<file path="config.mk">
export PLATFORM = sky130hd
export DESIGN_NAME = filter_read_ctrl_flat
export DESIGN_NICKNAME = d
export VERILOG_FILES = /design/src/rtl/filter_read_ctrl_pkg.sv /design/src/rtl/filter_read_ctrl_if.sv /design/src/rtl/filter_read_ctrl_wrap.sv /design/src/rtl/filter_read_ctrl.sv /design/src/flat_wrapper.sv
export SDC_FILE = /design/constraint.sdc
export NUM_CORES = 1
export LEC_CHECK = 0
export ABC_AREA = 1
export BUFFER_PORTS_ARGS = -buffer_cell sky130_fd_sc_hd__buf_2
export CELL_PAD_IN_SITES_DETAIL_PLACEMENT = 0
export CELL_PAD_IN_SITES_GLOBAL_PLACEMENT = 1
export CORE_ASPECT_RATIO = 1.5
export CORE_MARGIN = 1.5
export CORE_UTILIZATION = 35
export DETAILED_ROUTE_END_ITERATION = 6
export PLACE_DENSITY = 0.74
export SYNTH_ARGS = -nofsm -noshare
export SYNTH_HDL_FRONTEND = slang
export SYNTH_HIERARCHICAL = 1
export SYNTH_SLANG_ARGS = --single-unit
export TNS_END_PERCENT = 10
</file>
<file path="constraint.sdc">
create_clock -name clk -period 5.85 [get_ports clk]
set_clock_uncertainty 0.2 [all_clocks]
set_input_delay 0.585 -clock clk [delete_from_list [all_inputs] [get_ports clk]]
set_output_delay 0.585 -clock clk [all_outputs]
set_load 0.03 [all_outputs]
</file>
<file path="src/rtl/filter_read_ctrl_pkg.sv">
// Shared types and constants for the filter scratchpad read sequencer.
package filter_ctrl_pkg;

  localparam int FILTER_SIZE_REG_SIZE = 8;
  localparam int NUM_FILTER_REG_SIZE  = 8;
  localparam int ROUND_REG_SIZE       = 8;
  localparam int READ_LAT             = 1;

  typedef enum logic [1:0] {
    IDLE  = 2'd0,
    RUN   = 2'd1,
    DRAIN = 2'd2,
    DONE  = 2'd3
  } state_e;

endpackage

</file>
<file path="src/rtl/filter_read_ctrl_if.sv">
// Job descriptor, flow-control and strobe bundle between the conv controller and the read sequencer.
interface filter_read_ctrl_if
  import filter_ctrl_pkg::*;
();

  logic                            start;
  logic                            clear;
  logic [FILTER_SIZE_REG_SIZE-1:0] filter_size;
  logic [NUM_FILTER_REG_SIZE-1:0]  num_filters;
  logic [ROUND_REG_SIZE-1:0]       num_rounds;
  logic                            sp_valid;
  logic                            mac_ready;
  logic                            put_filter;
  logic                            next_filter;
  logic                            end_of_filter;
  logic                            rd_en;
  logic                            rd_valid;
  logic                            rd_last;
  logic                            busy;
  logic                            done;

  modport master (
    output start, clear, filter_size, num_filters, num_rounds, sp_valid, mac_ready,
    input  put_filter, next_filter, end_of_filter, rd_en, rd_valid, rd_last, busy, done
  );

  modport slave (
    input  start, clear, filter_size, num_filters, num_rounds, sp_valid, mac_ready,
    output put_filter, next_filter, end_of_filter, rd_en, rd_valid, rd_last, busy, done
  );

endinterface

</file>
<file path="src/rtl/filter_read_ctrl_wrap.sv">
// Enabled counter that wraps to zero at a programmable terminal value and flags the wrap.
module wrap_counter #(
  parameter int WIDTH = 8
) (
  input  logic             clk,
  input  logic             rst,
  input  logic             clr,
  input  logic             en,
  input  logic [WIDTH-1:0] term,
  output logic             wrap
);

  logic [WIDTH-1:0] cnt;

  // Wrap fires on the enabled cycle that sits at the terminal value, so cnt never exceeds term.
  assign wrap = en & (cnt == term);

  always_ff @(posedge clk or posedge rst) begin
    if (rst) begin
      cnt <= '0;
    end else if (clr) begin
      cnt <= '0;
    end else if (en) begin
      cnt <= wrap ? '0 : cnt + WIDTH'(1);
    end
  end

endmodule

</file>
<file path="src/rtl/filter_read_ctrl.sv">
// Filter scratchpad read sequencer: walks element/filter/round counters under sp_valid & mac_ready
// and emits address-generator strobes, read enables and a latency-aligned valid/last sideband.
//
// state | meaning
// IDLE  | waiting for start; descriptor latched on accept
// RUN   | issuing one element per fire cycle
// DRAIN | final read in flight, last rd_valid emerges
// DONE  | one-cycle done pulse
module filter_read_ctrl
  import filter_ctrl_pkg::*;
(
  input  logic                clk,
  input  logic                rst,
  filter_read_ctrl_if.slave   bus
);

  localparam logic [1:0] ST_IDLE  = IDLE;
  localparam logic [1:0] ST_RUN   = RUN;
  localparam logic [1:0] ST_DRAIN = DRAIN;
  localparam logic [1:0] ST_DONE  = DONE;

  logic [1:0]                      state;
  logic [1:0]                      state_nxt;
  logic [FILTER_SIZE_REG_SIZE-1:0] fs_q;
  logic [NUM_FILTER_REG_SIZE-1:0]  nf_q;
  logic [ROUND_REG_SIZE-1:0]       nr_q;
  logic [READ_LAT-1:0]             vld_pipe;
  logic [READ_LAT-1:0]             last_pipe;

  logic accept;
  logic zero_job;
  logic abort;
  logic fire;
  logic cnt_clr;
  logic elem_wrap;
  logic filt_wrap;
  logic rnd_wrap;

  assign accept   = (state == ST_IDLE) & bus.start;
  assign zero_job = (bus.filter_size == '0) | (bus.num_filters == '0) | (bus.num_rounds == '0);
  assign abort    = bus.clear & (state != ST_IDLE);
  // clear wins over fire so an aborted cycle never leaks a strobe or a read
  assign fire     = (state == ST_RUN) & bus.sp_valid & bus.mac_ready & ~bus.clear;
  assign cnt_clr  = accept | abort;

  wrap_counter #(.WIDTH(FILTER_SIZE_REG_SIZE)) u_elem_cnt (
    .clk  (clk),
    .rst  (rst),
    .clr  (cnt_clr),
    .en   (fire),
    .term (fs_q - FILTER_SIZE_REG_SIZE'(1)),
    .wrap (elem_wrap)
  );

  wrap_counter #(.WIDTH(NUM_FILTER_REG_SIZE)) u_filt_cnt (
    .clk  (clk),
    .rst  (rst),
    .clr  (cnt_clr),
    .en   (elem_wrap),
    .term (nf_q - NUM_FILTER_REG_SIZE'(1)),
    .wrap (filt_wrap)
  );

  wrap_counter #(.WIDTH(ROUND_REG_SIZE)) u_rnd_cnt (
    .clk  (clk),
    .rst  (rst),
    .clr  (cnt_clr),
    .en   (filt_wrap),
    .term (nr_q - ROUND_REG_SIZE'(1)),
    .wrap (rnd_wrap)
  );

  always_comb begin
    state_nxt = state;
    case (state)
      ST_IDLE: begin
        if (bus.start) begin
          state_nxt = zero_job ? ST_DONE : ST_RUN;
        end
      end
      ST_RUN: begin
        if (bus.clear) begin
          state_nxt = ST_IDLE;
        end else if (rnd_wrap) begin
          state_nxt = ST_DRAIN;
        end
      end
      ST_DRAIN: state_nxt = bus.clear ? ST_IDLE : ST_DONE;
      ST_DONE:  state_nxt = ST_IDLE;
      default:  state_nxt = ST_IDLE;
    endcase
  end

  always_ff @(posedge clk or posedge rst) begin
    if (rst) begin
      state <= ST_IDLE;
    end else begin
      state <= state_nxt;
    end
  end

  always_ff @(posedge clk or posedge rst) begin
    if (rst) begin
      fs_q <= '0;
      nf_q <= '0;
      nr_q <= '0;
    end else if (accept) begin
      fs_q <= bus.filter_size;
      nf_q <= bus.num_filters;
      nr_q <= bus.num_rounds;
    end
  end

  always_ff @(posedge clk or posedge rst) begin
    if (rst) begin
      vld_pipe  <= '0;
      last_pipe <= '0;
    end else if (abort) begin
      vld_pipe  <= '0;
      last_pipe <= '0;
    end else begin
      vld_pipe[0]  <= fire;
      last_pipe[0] <= elem_wrap;
      for (int i = 1; i < READ_LAT; i++) begin
        vld_pipe[i]  <= vld_pipe[i-1];
        last_pipe[i] <= last_pipe[i-1];
      end
    end
  end

  assign bus.put_filter    = fire;
  assign bus.rd_en         = fire;
  assign bus.next_filter   = elem_wrap;
  assign bus.end_of_filter = filt_wrap;
  assign bus.rd_valid      = vld_pipe[READ_LAT-1];
  assign bus.rd_last       = last_pipe[READ_LAT-1];
  assign bus.busy          = (state != ST_IDLE);
  assign bus.done          = (state == ST_DONE) & ~bus.clear;

endmodule

</file>
<file path="src/flat_wrapper.sv">
// flat-port wrapper written by rule: the top's interface ports become plain ports
module filter_read_ctrl_flat import filter_ctrl_pkg::*;
  (clk, rst, bus_start, bus_clear, bus_filter_size, bus_num_filters, bus_num_rounds, bus_sp_valid, bus_mac_ready, bus_put_filter, bus_next_filter, bus_end_of_filter, bus_rd_en, bus_rd_valid, bus_rd_last, bus_busy, bus_done);
  filter_read_ctrl_if bus_i ();
  input  logic clk;
  input  logic rst;
  input wire logic [$bits(bus_i.start)-1:0] bus_start;
  input wire logic [$bits(bus_i.clear)-1:0] bus_clear;
  input wire logic [$bits(bus_i.filter_size)-1:0] bus_filter_size;
  input wire logic [$bits(bus_i.num_filters)-1:0] bus_num_filters;
  input wire logic [$bits(bus_i.num_rounds)-1:0] bus_num_rounds;
  input wire logic [$bits(bus_i.sp_valid)-1:0] bus_sp_valid;
  input wire logic [$bits(bus_i.mac_ready)-1:0] bus_mac_ready;
  output wire logic [$bits(bus_i.put_filter)-1:0] bus_put_filter;
  output wire logic [$bits(bus_i.next_filter)-1:0] bus_next_filter;
  output wire logic [$bits(bus_i.end_of_filter)-1:0] bus_end_of_filter;
  output wire logic [$bits(bus_i.rd_en)-1:0] bus_rd_en;
  output wire logic [$bits(bus_i.rd_valid)-1:0] bus_rd_valid;
  output wire logic [$bits(bus_i.rd_last)-1:0] bus_rd_last;
  output wire logic [$bits(bus_i.busy)-1:0] bus_busy;
  output wire logic [$bits(bus_i.done)-1:0] bus_done;
  assign bus_i.start = bus_start;
  assign bus_i.clear = bus_clear;
  assign bus_i.filter_size = bus_filter_size;
  assign bus_i.num_filters = bus_num_filters;
  assign bus_i.num_rounds = bus_num_rounds;
  assign bus_i.sp_valid = bus_sp_valid;
  assign bus_i.mac_ready = bus_mac_ready;
  assign bus_put_filter = bus_i.put_filter;
  assign bus_next_filter = bus_i.next_filter;
  assign bus_end_of_filter = bus_i.end_of_filter;
  assign bus_rd_en = bus_i.rd_en;
  assign bus_rd_valid = bus_i.rd_valid;
  assign bus_rd_last = bus_i.rd_last;
  assign bus_busy = bus_i.busy;
  assign bus_done = bus_i.done;
  filter_read_ctrl u_core (.clk(clk), .rst(rst), .bus(bus_i));
endmodule
</file>
-- Yosys cells after proc, flatten, opt, wreduce, memory -nomap -nowiden
Index checks and enable logic that the tools add are counted.
- reductions and logical operators: 9
- bitwise gates (word level): 13
- equal/unequal tests: 8
- add/sub/neg operators: 6
- muxes and demuxes: 17
- operators with widths (operator ; count):
    $mux 8 ; 9
    $add 8x1->8 const B ; 3
    $eq 8x8->1 ; 3
    $logic_not 8->1 ; 3
    $sub 8x1->8 const B ; 3
    $mux 2 ; 5
    $and 1x1->1 ; 9
    $pmux 2 s4 ; 1
    $reduce_bool 2->1 ; 4
    $eq 2x2->1 const B ; 2
    $ne 3x3->1 const B ; 1
    $or 1x1->1 ; 3
    $eq 2x1->1 const B ; 1
    $logic_not 2->1 ; 1
    $mux 1 ; 2
    $ne 2x2->1 const B ; 1
    $reduce_and 2->1 ; 1
    $not 1->1 ; 1
- bits of input ports: 30
- logic and storage cells: 62
- output and inout port bits: 8
- register bits after elaboration: 52

-- Logic depth before layout (Yosys ltp)
- depth in word-level cells: 10
- depth in mapped cells: 21

-- Modules after synthesis
Netlist, hierarchy kept.
- modules (own cells, without submodules) (module ; cells an instance ; area an instance (um^2) ; times used):
    wrap_counter ; 113 ; 719.4 ; 3
    filter_read_ctrl ; 186 ; 1600.3 ; 1

-- Worst setup path before layout
Ideal clock, no wire load.
- kind: input to register
- from: input bus_mac_ready
- to: register u_core.state[1]
- buffers on the path: 0
- arrival: 5.733 ns
- setup time: 0.077 ns
- stages: 14
- setup slack: -0.160 ns
- path through: nand2_1 nor3_1 nand4_1 nor4_1 nand4_1 nor4_1 nand4_1 nor4_1 inv_1 nand2_1 nor2_1 nor2_1 nand2_1 a21oi_1
- cells in the longest elaborated chain, start to end: 7
- ends and longest elaborated chain (element ; line ; RTL):
    from (decl) ; flat_wrapper.sv:13 ; input wire logic [$bits(bus_i.mac_ready)-1:0] bus_mac_ready;
    $and 1x1->1 (2 in series) ; filter_read_ctrl.sv:43 ; assign fire = (state == ST_RUN) & bus.sp_valid & bus.mac_ready & ~bus.clear;
    net bus_put_filter ; flat_wrapper.sv:14 ; output wire logic [$bits(bus_i.put_filter)-1:0] bus_put_filter;
    $and 1x1->1 ; filter_read_ctrl_wrap.sv:16 ; assign wrap = en & (cnt == term);
    net bus_next_filter ; flat_wrapper.sv:15 ; output wire logic [$bits(bus_i.next_filter)-1:0] bus_next_filter;
    $and 1x1->1 ; filter_read_ctrl_wrap.sv:16 ;
    net bus_end_of_filter ; flat_wrapper.sv:16 ; output wire logic [$bits(bus_i.end_of_filter)-1:0] bus_end_of_filter;
    $and 1x1->1 ; filter_read_ctrl_wrap.sv:16 ;
    net u_core.rnd_wrap ; filter_read_ctrl.sv:37 ; logic rnd_wrap;
    $ne 3x3->1 (no line) ; -- ;
    $reduce_and 2->1 (no line) ; -- ;
    to (signal assigned) ; filter_read_ctrl.sv:98 ; state <= state_nxt;
    to (decl) ; filter_read_ctrl.sv:22 ; logic [1:0] state;
The timed path passes the listed nets, and every way through them passes these cells.
A chain may end at the register's enable or synchronous reset.

-- Worst setup path after layout
- from: register u_core.fs_q[0]
- to: output bus_end_of_filter
- cells in the longest elaborated chain, start to end: 4
- ends and longest elaborated chain (element ; line ; RTL):
    from (decl) ; filter_read_ctrl.sv:24 ; logic [FILTER_SIZE_REG_SIZE-1:0] fs_q;
    from (signal assigned) ; filter_read_ctrl.sv:108 ; fs_q <= bus.filter_size;
    $sub 8x1->8 ; filter_read_ctrl.sv:51 ; .term (fs_q - FILTER_SIZE_REG_SIZE'(1)),
    $eq 8x8->1 ; filter_read_ctrl_wrap.sv:16 ;
    $and 1x1->1 (2 in series) ; filter_read_ctrl_wrap.sv:16 ;
    to (decl) ; flat_wrapper.sv:16 ;
Every way passes these cells.

==> run_results.csv <==
group,metric,value,unit
yosys,async_flop_share,100,%
sta,hold_violations,0,
clocking,postCtsSetupRepairBufs,0,
placement,dpl.hpwl,7.34,mm
power,p_leak,0.00215,µW
yosys,yosys.area_share.simple,36.1,%
yosys,synth_adder_area_share,2.00,%
yosys,yosys.cell_count.top_type,"nand2_1",
die,rows,46,
sta,tns,0,ns
hold_path,holdCritPathClass,"in2async",
yosys,synth-compound-area-share,3.56,%
placement,placed_cells,700,
yosys,synth_common_cells,"139 x nand2_1, 72 x inv_1, 72 x nor2_1, 52 x dfrtp_1, 28 x xor2_1",
sta,max_slew_margin,32.2,%
yosys,ys.warnings.count,6,
sta,max_freq,245,MHz
clocking,h-tree-depth,2,
routing,wl,8.98,mm
routing,drt-vias-per-instance,4.62,
yosys,yosys.cell_types.count,27,
yosys,syn_nets,561,
yosys,synth_top_family_by_area,"simple AND/OR/NAND/NOR gates",
setup_path,crit_type,"reg2out",
clocking,cts_tree,"yes",
yosys,avgSynthCellArea,7.16,µm²
grt,grt_pass1_vias,3311,
routing,routedWlPerCell,12.7,µm
grt,antenna_found_initial,0,
run_status,status,"completed",
setup_path,cp-start-kind,"flip-flop",
yosys,synthXorXnorAreaFrac,9.55,%
yosys,synth_top_area_share,34.6,%
job,drv_cap,0,
grt,grt_pass1_wl,15.4,mm
cells_and_area,antennaDiodeCount,0,
setup_path,worstPathRequired,5.07,ns
clocking,cts_root_buf,"clkbuf_16",
routing,postRouteAntennaNets,0,
sta,rsz0062_at_grt,"false",
die,start_util,35.7,%
clocking,path_clk_slew,0.07,ns
routing,drtIter0Drc,115,
cells_and_area,fin_area,0.00423,mm²
die,dieHeight,130,µm
clocking,insertion_delay,0.29,ns
cells_and_area,n_fill_cell,1098,
sta,min_period,4.08,ns
cells_and_area,area_growth_syn_to_layout,12.6,%
yosys,synthesis.area,0.00376,mm²
die,die_w,87.6,µm
sta,min_period_over_period,69.7,%
sta,drv_slew,0,
cells_and_area,fin_nets,599,
clocking,cts-buffers-inserted,5,
routing,drt_first_pass_iters,4,
placement,place.gp.congestion,0.839,
yosys,synth_top_area_cell,"dfrtp_1",
yosys,syn_inst,525,
sta,worst_pin_slew,1.01,ns
die,fp.coreArea,0.0105,mm²
clocking,cts_resized,0,
power,powerDensity,394,mW/mm²
yosys,synthMuxAreaShare,3.99,%
die,die-area,0.0114,mm²
routing,drc_errors,0,
placement,place.port_buffers,37,
grt,grt_overflow,0,
clocking,cts_sinks,52,
cells_and_area,instances_no_fill,708,
placement,dpl-instance-area,0.00408,mm²
grt,grt_max_degree,40,
routing,vias,3273,
setup_path,critical_path_peak_fanout,8,
clocking,clk_path_buf_depth,2,
yosys,ys_seq_area_share,34.6,%
sta,finalSetupViolations,0,
clocking,cts_hold_buf,0,
yosys,ys.flop_type,"dfrtp_1",
cells_and_area,layout-drive-gt1-share,17.2,%
yosys,ys_ff_latch,52,
cells_and_area,final_core_util,40.2,%
sta,hold_ws,0.0606,ns
die,num_io_pins,38,
yosys,synth_enable_flop_cells,0,
yosys,synthTopCellsByArea,"dfrtp_1 35%, nand2_1 14%, inv_1 7.2%",
setup_path,cp.arrival,3.29,ns
power,ir_worst_vdd,234,µV
setup_path,end_kind,"primary output",
grt,grt_usage,17.4,%
[cell type report]
| type | instances | area (µm²) | share of cell area [%] |
|---|---|---|---|
| multi-input cells | 381 | 2080 | 49.2 |
| flip-flops and latches | 52 | 1300 | 30.8 |
| inverters | 84 | 315 | 7.45 |
| repair buffers | 39 | 200 | 4.73 |
| well taps | 144 | 180 | 4.26 |
| clock buffers | 6 | 139 | 3.28 |
| clock inverters | 2 | 15.0 | 0.355 |
[logic make-up after synthesis]
family                     count (synthesis)
AOI/OAI and AO/OA                         25
DFF                                       52
muxes                                     10
adders and majority gates                  6
buffers and inverters                     92
xor gates and xnor gates                  41
and+or+nand+nor                          299
[critical path, stage by stage, from the launching register on]
cell and delay, ns:
dfrtp_1 0.38, inv_1 0.15, ha_1 0.21, nand2_1 0.09, nor3_1 0.19, xor2_1 0.25
inv_1 0.08, nand2_1 0.06, nand4_1 0.11, nor4_2 0.68, nand4_1 0.17, nor4_1 0.22
buf_4 0.20, buf_2 0.21
[layout by cell type (no fill, tap or decap), types with 2 or more instances in the layout]
cell type     n
ha_1          6
xnor2_1      13
buf_2        37
buf_4         2
mux2_4       10
nand4_2       3
nand3_1      25
inv_1        72
o21ai_0       5
nand2_2      10
dfrtp_1      52
nor4_1        2
clkbuf_16     5
xor2_1       28
nand4_1      22
a21oi_1      16
nand3b_1      3
nor2_2        6
nor3_2        3
inv_2        12
o211ai_1      3
nor3_1        8
nor2_1       72
nand2_1     139
clkinvlp_4    2
nor2_4        4
[where the power goes]
group | total (µW) | switching (µW) | internal, µW
Clock | 307 | 136 | 171
Combinational | 830 | 518 | 313
Sequential | 528 | 79.1 | 449
Total | 1670 | 733 | 932
[worst paths after layout]
check / to / slack, ns / start / cells after the start
max: bus_end_of_filter / 1.77 / u_core/fs_q[0] / 13
min: u_core/u_filt_cnt/cnt[1] / 0.06 / rst / 2
max reg2reg: u_core/state[1] / 2.03 / u_core/fs_q[0] / 20
min reg2reg: u_core/nf_q[7] / 0.34 / u_core/nf_q[7] / 1
max in group asynchronous: u_core/state[0] / 4.97 / rst / 3
min in group clk: u_core/bus.rd_valid / 0.29 / bus_clear / 2
[metal layers]
layer	global-route usage, %	vias up	wire length, µm
li1	-	1719	-
met1	19.6	1488	3770
met2	32.7	50	4800
met3	2.15	16	168
met4	7.10	0	238
met5	0	-	0
[through the flow]
step / setup slack, ns / power (µW)
after floorplan: 0.405 / 1190
after global placement: 2.06 / 1350
after detailed placement: 1.92 / 1370
after CTS: 1.68 / 1680
after global routing: 1.31 / 1820
final: 1.77 / 1670
[flip-flops by register name (all words and copies together), names as in the netlist]
name	flops
u_core/bus.rd_valid	1
u_core/fs_q	8
u_core/u_elem_cnt/cnt	8
u_core/bus.rd_last	1
u_core/nf_q	8
u_core/u_filt_cnt/cnt	8
u_core/nr_q	8
u_core/u_rnd_cnt/cnt	8
u_core/state	2
No activity file was read; power rests on OpenSTA's default activity.
